===== config.mk =====
export PLATFORM = sky130hd
export DESIGN_NAME = pc_predict_unit
export DESIGN_NICKNAME = d
export VERILOG_FILES = /design/src/rtl/pc_predict_unit.sv
export SDC_FILE = /design/constraint.sdc
export NUM_CORES = 1
export LEC_CHECK = 0
export ABC_AREA = 0
export BUFFER_PORTS_ARGS = -buffer_cell sky130_fd_sc_hd__buf_4
export CELL_PAD_IN_SITES_DETAIL_PLACEMENT = 0
export CELL_PAD_IN_SITES_GLOBAL_PLACEMENT = 1
export CORE_MARGIN = 2
export CORE_UTILIZATION = 30
export DETAILED_ROUTE_END_ITERATION = 10
export PLACE_DENSITY_LB_ADDON = 0.1
export RECOVER_POWER = 25
export SLEW_MARGIN = 20
export SYNTH_ARGS = -nofsm -noshare
export SYNTH_HDL_FRONTEND = slang
export SYNTH_SLANG_ARGS = --single-unit

===== constraint.sdc =====
create_clock -name CLK -period 9.1 [get_ports CLK]
set_input_delay 0.455 -clock CLK [delete_from_list [all_inputs] [get_ports CLK]]
set_output_delay 0.455 -clock CLK [all_outputs]
set_load 0.03 [all_outputs]

===== src/rtl/pc_predict_unit.sv =====
// pc_predict_unit
//   Fetch program counter with a direct-mapped branch target buffer (BTB).
//   The current fetch PC is looked up combinationally; a hit whose 2-bit
//   saturating counter is in a taken state (ctr[1]=1) predicts the stored
//   target, otherwise PC+4. EX-stage redirects override everything, stalls
//   hold the PC, and ihit lets the PC advance to the predicted next PC.
//   Resolved branch outcomes (upd_*) train the BTB at the clock edge.
//
// Ports
//   CLK          clock, rising edge
//   nRST         asynchronous active-low reset
//   ihit         instruction fetched this cycle; PC may advance
//   stall        hold PC (lower priority than redirect)
//   redirect     EX-stage correction valid
//   redirect_pc  corrected fetch PC (bits [1:0] ignored)
//   upd_en       resolved control-transfer instruction present
//   upd_pc       PC of the resolved instruction
//   upd_taken    resolved direction
//   upd_target   resolved target (bits [1:0] ignored)
//   imemaddr     current fetch PC
//   pred_taken   prediction for the instruction at imemaddr
//   pred_target  predicted next PC
module pc_predict_unit #(
    parameter logic [31:0] PC_RESET  = 32'h0000_0000,
    parameter int unsigned BTB_DEPTH = 8
) (
    input  logic        CLK,
    input  logic        nRST,
    input  logic        ihit,
    input  logic        stall,
    input  logic        redirect,
    input  logic [31:0] redirect_pc,
    input  logic        upd_en,
    input  logic [31:0] upd_pc,
    input  logic        upd_taken,
    input  logic [31:0] upd_target,
    output logic [31:0] imemaddr,
    output logic        pred_taken,
    output logic [31:0] pred_target
);

    localparam int unsigned IDX_W = $clog2(BTB_DEPTH);
    localparam int unsigned TAG_W = 30 - IDX_W;

    // BTB storage; targets are kept word-aligned so only [31:2] is stored.
    logic             valid_q  [BTB_DEPTH];
    logic [TAG_W-1:0] tag_q    [BTB_DEPTH];
    logic [29:0]      target_q [BTB_DEPTH];
    logic [1:0]       ctr_q    [BTB_DEPTH];

    logic [31:0] pc_q, pc_d;

    // Lookup on the current PC; sees pre-update contents by construction.
    logic [IDX_W-1:0] lk_idx;
    logic [TAG_W-1:0] lk_tag;
    logic             lk_hit;
    logic [31:0]      pc_plus4;

    // Update side.
    logic [IDX_W-1:0] up_idx;
    logic [TAG_W-1:0] up_tag;
    logic             up_hit;
    logic [1:0]       up_ctr, ctr_inc, ctr_dec;

    always_comb begin
        lk_idx      = pc_q[IDX_W+1:2];
        lk_tag      = pc_q[31:IDX_W+2];
        lk_hit      = valid_q[lk_idx] && (tag_q[lk_idx] == lk_tag);
        pc_plus4    = pc_q + 32'd4;  // wraps modulo 2^32
        pred_taken  = lk_hit && ctr_q[lk_idx][1];
        pred_target = pred_taken ? {target_q[lk_idx], 2'b00} : pc_plus4;
        imemaddr    = pc_q;
    end

    always_comb begin
        pc_d = pc_q;
        if (redirect) begin
            pc_d = {redirect_pc[31:2], 2'b00};
        end else if (stall) begin
            pc_d = pc_q;
        end else if (ihit) begin
            pc_d = pred_target;
        end
    end

    always_ff @(posedge CLK or negedge nRST) begin
        if (!nRST) begin
            pc_q <= {PC_RESET[31:2], 2'b00};
        end else begin
            pc_q <= pc_d;
        end
    end

    always_comb begin
        up_idx  = upd_pc[IDX_W+1:2];
        up_tag  = upd_pc[31:IDX_W+2];
        up_hit  = valid_q[up_idx] && (tag_q[up_idx] == up_tag);
        up_ctr  = ctr_q[up_idx];
        ctr_inc = (up_ctr == 2'b11) ? 2'b11 : up_ctr + 2'd1;
        ctr_dec = (up_ctr == 2'b00) ? 2'b00 : up_ctr - 2'd1;
    end

    always_ff @(posedge CLK or negedge nRST) begin
        if (!nRST) begin
            for (int i = 0; i < BTB_DEPTH; i++) begin
                valid_q[i]  <= 1'b0;
                tag_q[i]    <= '0;
                target_q[i] <= '0;
                ctr_q[i]    <= 2'b01;
            end
        end else if (upd_en) begin
            if (up_hit) begin
                if (upd_taken) begin
                    ctr_q[up_idx]    <= ctr_inc;
                    target_q[up_idx] <= upd_target[31:2];
                end else begin
                    ctr_q[up_idx] <= ctr_dec;
                end
            end else if (upd_taken) begin
                // Miss + taken: overwrite whatever occupies this index.
                valid_q[up_idx]  <= 1'b1;
                tag_q[up_idx]    <= up_tag;
                target_q[up_idx] <= upd_target[31:2];
                ctr_q[up_idx]    <= 2'b10;
            end
        end
    end

endmodule


==> qor.yml <==
floorplan:
  die-area_mm2: 0.0906
  pin_count: 168
  die_y_um: 301
  start_util: 0.304
  num_rows: 108
  core-area_mm2: 0.0870
  die_w_um: 301
cts:
  clockRootBuffer: "clkbuf_16"
  clk_latency_ps: 620
  cts_made_buffers: 67
  cts_tree: "yes"
  clk_pin_slew_ps: 60
  clock_path_buffers: 3
  cts_sinks: 512
  cts_setup_buffers: 0
  cts-htree-levels: 3
sta:
  rsz0062_at_grt: "no"
  tightest_slew_ps: 4550
  slew_violations: 215
  layout_worst_path_cycle_share: 0.706
  whs_ps: 55.5
  fin_skew_ps: 33.0
  period_minus_slack_ps: 6420
  max_slew_margin: -2.03
  finalHoldViolCount: 0
  tns_ps: 0
  setup_violations: 0
  fmax_ghz: 0.156
synthesis:
  synth_edf_count: 0
  syn_nets: 2040
  async_flop_share: 1.00
  ys_seq_area_frac: 0.485
  avgSynthCellArea_um2: 13.7
  ys_seq_elements: 512
  synthFlopType: "dfrtp_1"
  syn_area_mm2: 0.0265
  yosysWarnings: 0
  yosysUniqueCellTypes: 63
  syn_inst: 1936
status:
  status: "complete, but fails checks"
  violations: "max-capacitance violations, max-slew violations"
route:
  drtAntennaViolNets: 0
  dr.pass1.iters: 5
  vias: 17100
  avgRoutedWirePerCell_um: 26.7
  remaining_drc_errors: 0
  first_iter_violations: 846
  wirelength_mm: 87.2
  viasPerCell: 5.24
min_path:
  min_path_type: "input pin to flop"
  min_path_cells: 3
pwr:
  p_per_area_mw_per_mm2: 240
  p_leak_nw: 12.8
  vdd_drop_max_mv: 0.128
layout:
  final_common_cell: "dfrtp_1"
  drive_above_1_share: 0.439
  layout-area-overhead-vs-synth_pct: 16.9
  layout.nets: 2153
  layout_common_cells: "503 x dfrtp_1, 483 x mux2_2, 169 x buf_4"
  final_util: 0.355
place:
  port-buffer-count: 161
  dp_hpwl_mm: 54.9
  gp_congestion: 0.743
worst_setup_path:
  cp_num_buf_inv: 3
  worstPathCellList: "buf_4 -> mux4_2 -> mux2i_1 -> xnor2_1 -> nor4_1 -> nand4_1 -> nor4_4 -> buf_4 -> mux2i_1 -> mux2i_1 -> buf_4"
  cp-start-kind: "flop"
  rr_worst_depth: 11
  crit_family: "multiplexers"
  path_max_fanout: 43
  crit_cells: 11
  required_ps: 8650
  end_kind: "primary output"
  cp.arrival_ps: 5970
  slowest_stage: "dfrtp_1"
  critical_path.max_stage_delay_ps: 920
  critPathKind: "flop to primary output"
global_routing:
  grt_pass1_wl_mm: 129
  grt_pass1_vias: 18100
  antenna_found_initial: 3
  grt_max_degree: 111
  overflow: 0
  track_usage: 0.193
run:
  maxCapViolCount: 4
[layer usage]
layer | part of all wire | track usage
met1 | 0.46 | 0.271
met2 | 0.48 | 0.316
met3 | 0.040 | 0.0294
met4 | 0.014 | 0.0405
met5 | 0.00047 | 0
[worst min-delay path: cells and delay by family]
kind	cells	cell delay, ps
AND/OR/NAND/NOR	1	40
buffers and inverters	1	80
AO/OA/AOI/OAI	1	60
[flip-flops by register name (all words and copies together), names as in the netlist]
signal    count
valid_q       8
imemaddr     32
tag_q       216
ctr_q        16
target_q    240
[repair_timing]
action,4_1_cts,5_1_grt
resized for setup,0,0
hold buffers,1,0
endpoints found under the setup margin,0,0
endpoints found under the hold margin,27,0
[stage by stage]
stage               total power [mW]  setup WS, ps  cell area [um2]  cells
global placement                4.77          3530            28800   3133
global route                    7.80          2500            30900   3258
detailed placement              4.82          3530            28800   3133
finish                          7.42          2680            30900   3260
floorplan                       4.21          5100            26500   1936
CTS                             7.55          2840            31000   3257
[cell families (layout without fill, tap and decap cells)]
logic type,after synthesis,count (layout),synth area share
XOR/XNOR,76,76,0.0252
buffers and inverters,181,348,0.0318
multiplexers,744,744,0.360
AND/OR/NAND/NOR,231,231,0.0464
AO/OA/AOI/OAI,189,189,0.0504
flip-flops,512,512,0.485
other,0,2,0
adder cells (fa/ha/maj),3,3,0.00123
[area by class of cell]
class                           count  area [um2]
Clock inverter                     20         210
Antenna cell                        2        5.00
Multi-Input combinational cell   1243       12900
Sequential cell                   512       12800
Clock buffer                      103        2040
Fill cell                        8520       56100
Inverter                           21        80.1
Timing Repair Buffer              204        1420
Tap cell                         1155        1450
[cell usage after synthesis (3+ instances only)]
master	number	area [um2]
mux2i_1	134	1340
buf_4	10	75.1
xnor2_1	43	377
buf_1	54	203
dfrtp_1	504	12600
mux2_1	9	101
buf_6	10	113
or2_2	10	62.6
a22o_1	13	114
o21ai_0	48	240
a22oi_1	10	75.1
and3b_1	4	35.0
o211ai_1	8	60.1
xor2_1	33	289
a221oi_1	31	272
a21oi_1	22	110
mux4_2	118	2660
nand2b_1	3	18.8
o22ai_1	15	93.8
and2_1	11	68.8
dfstp_2	8	210
a211oi_1	8	60.1
buf_2	39	195
nor2b_1	12	75.1
nor2_1	37	139
nor3_2	4	40.0
nand3_1	23	115
nor3_1	10	50.1
inv_1	20	75.1
clkbuf_1	47	176
nand4_1	10	62.6
nand2_1	64	240
mux2_2	483	5440
a221o_1	12	120
a21o_1	4	30.0
o21a_1	4	30.0
and3_1	19	119
nor4_1	11	68.8
[where the power goes]
part / switching [mW] / internal (mW) / total [mW]
sequential: 0.343 / 2.77 / 3.11
combinational: 0.747 / 0.875 / 1.62
clock: 1.09 / 1.59 / 2.68
total: 2.18 / 5.24 / 7.42
[final timing paths]
check | start | to | slack (ps)
worst min-delay path | redirect_pc[31] | imemaddr[31] | 60
worst min register to register | target_q[10] | target_q[10] | 500
max in group asynchronous | nRST | target_q[72] | 3610
worst max register to register | imemaddr[3] | imemaddr[5] | 3620
worst max-delay path | imemaddr[3] | pred_target[4] | 2680
min in group asynchronous | nRST | tag_q[183] | 510
Note: power is estimated with default switching activity, not from simulation.
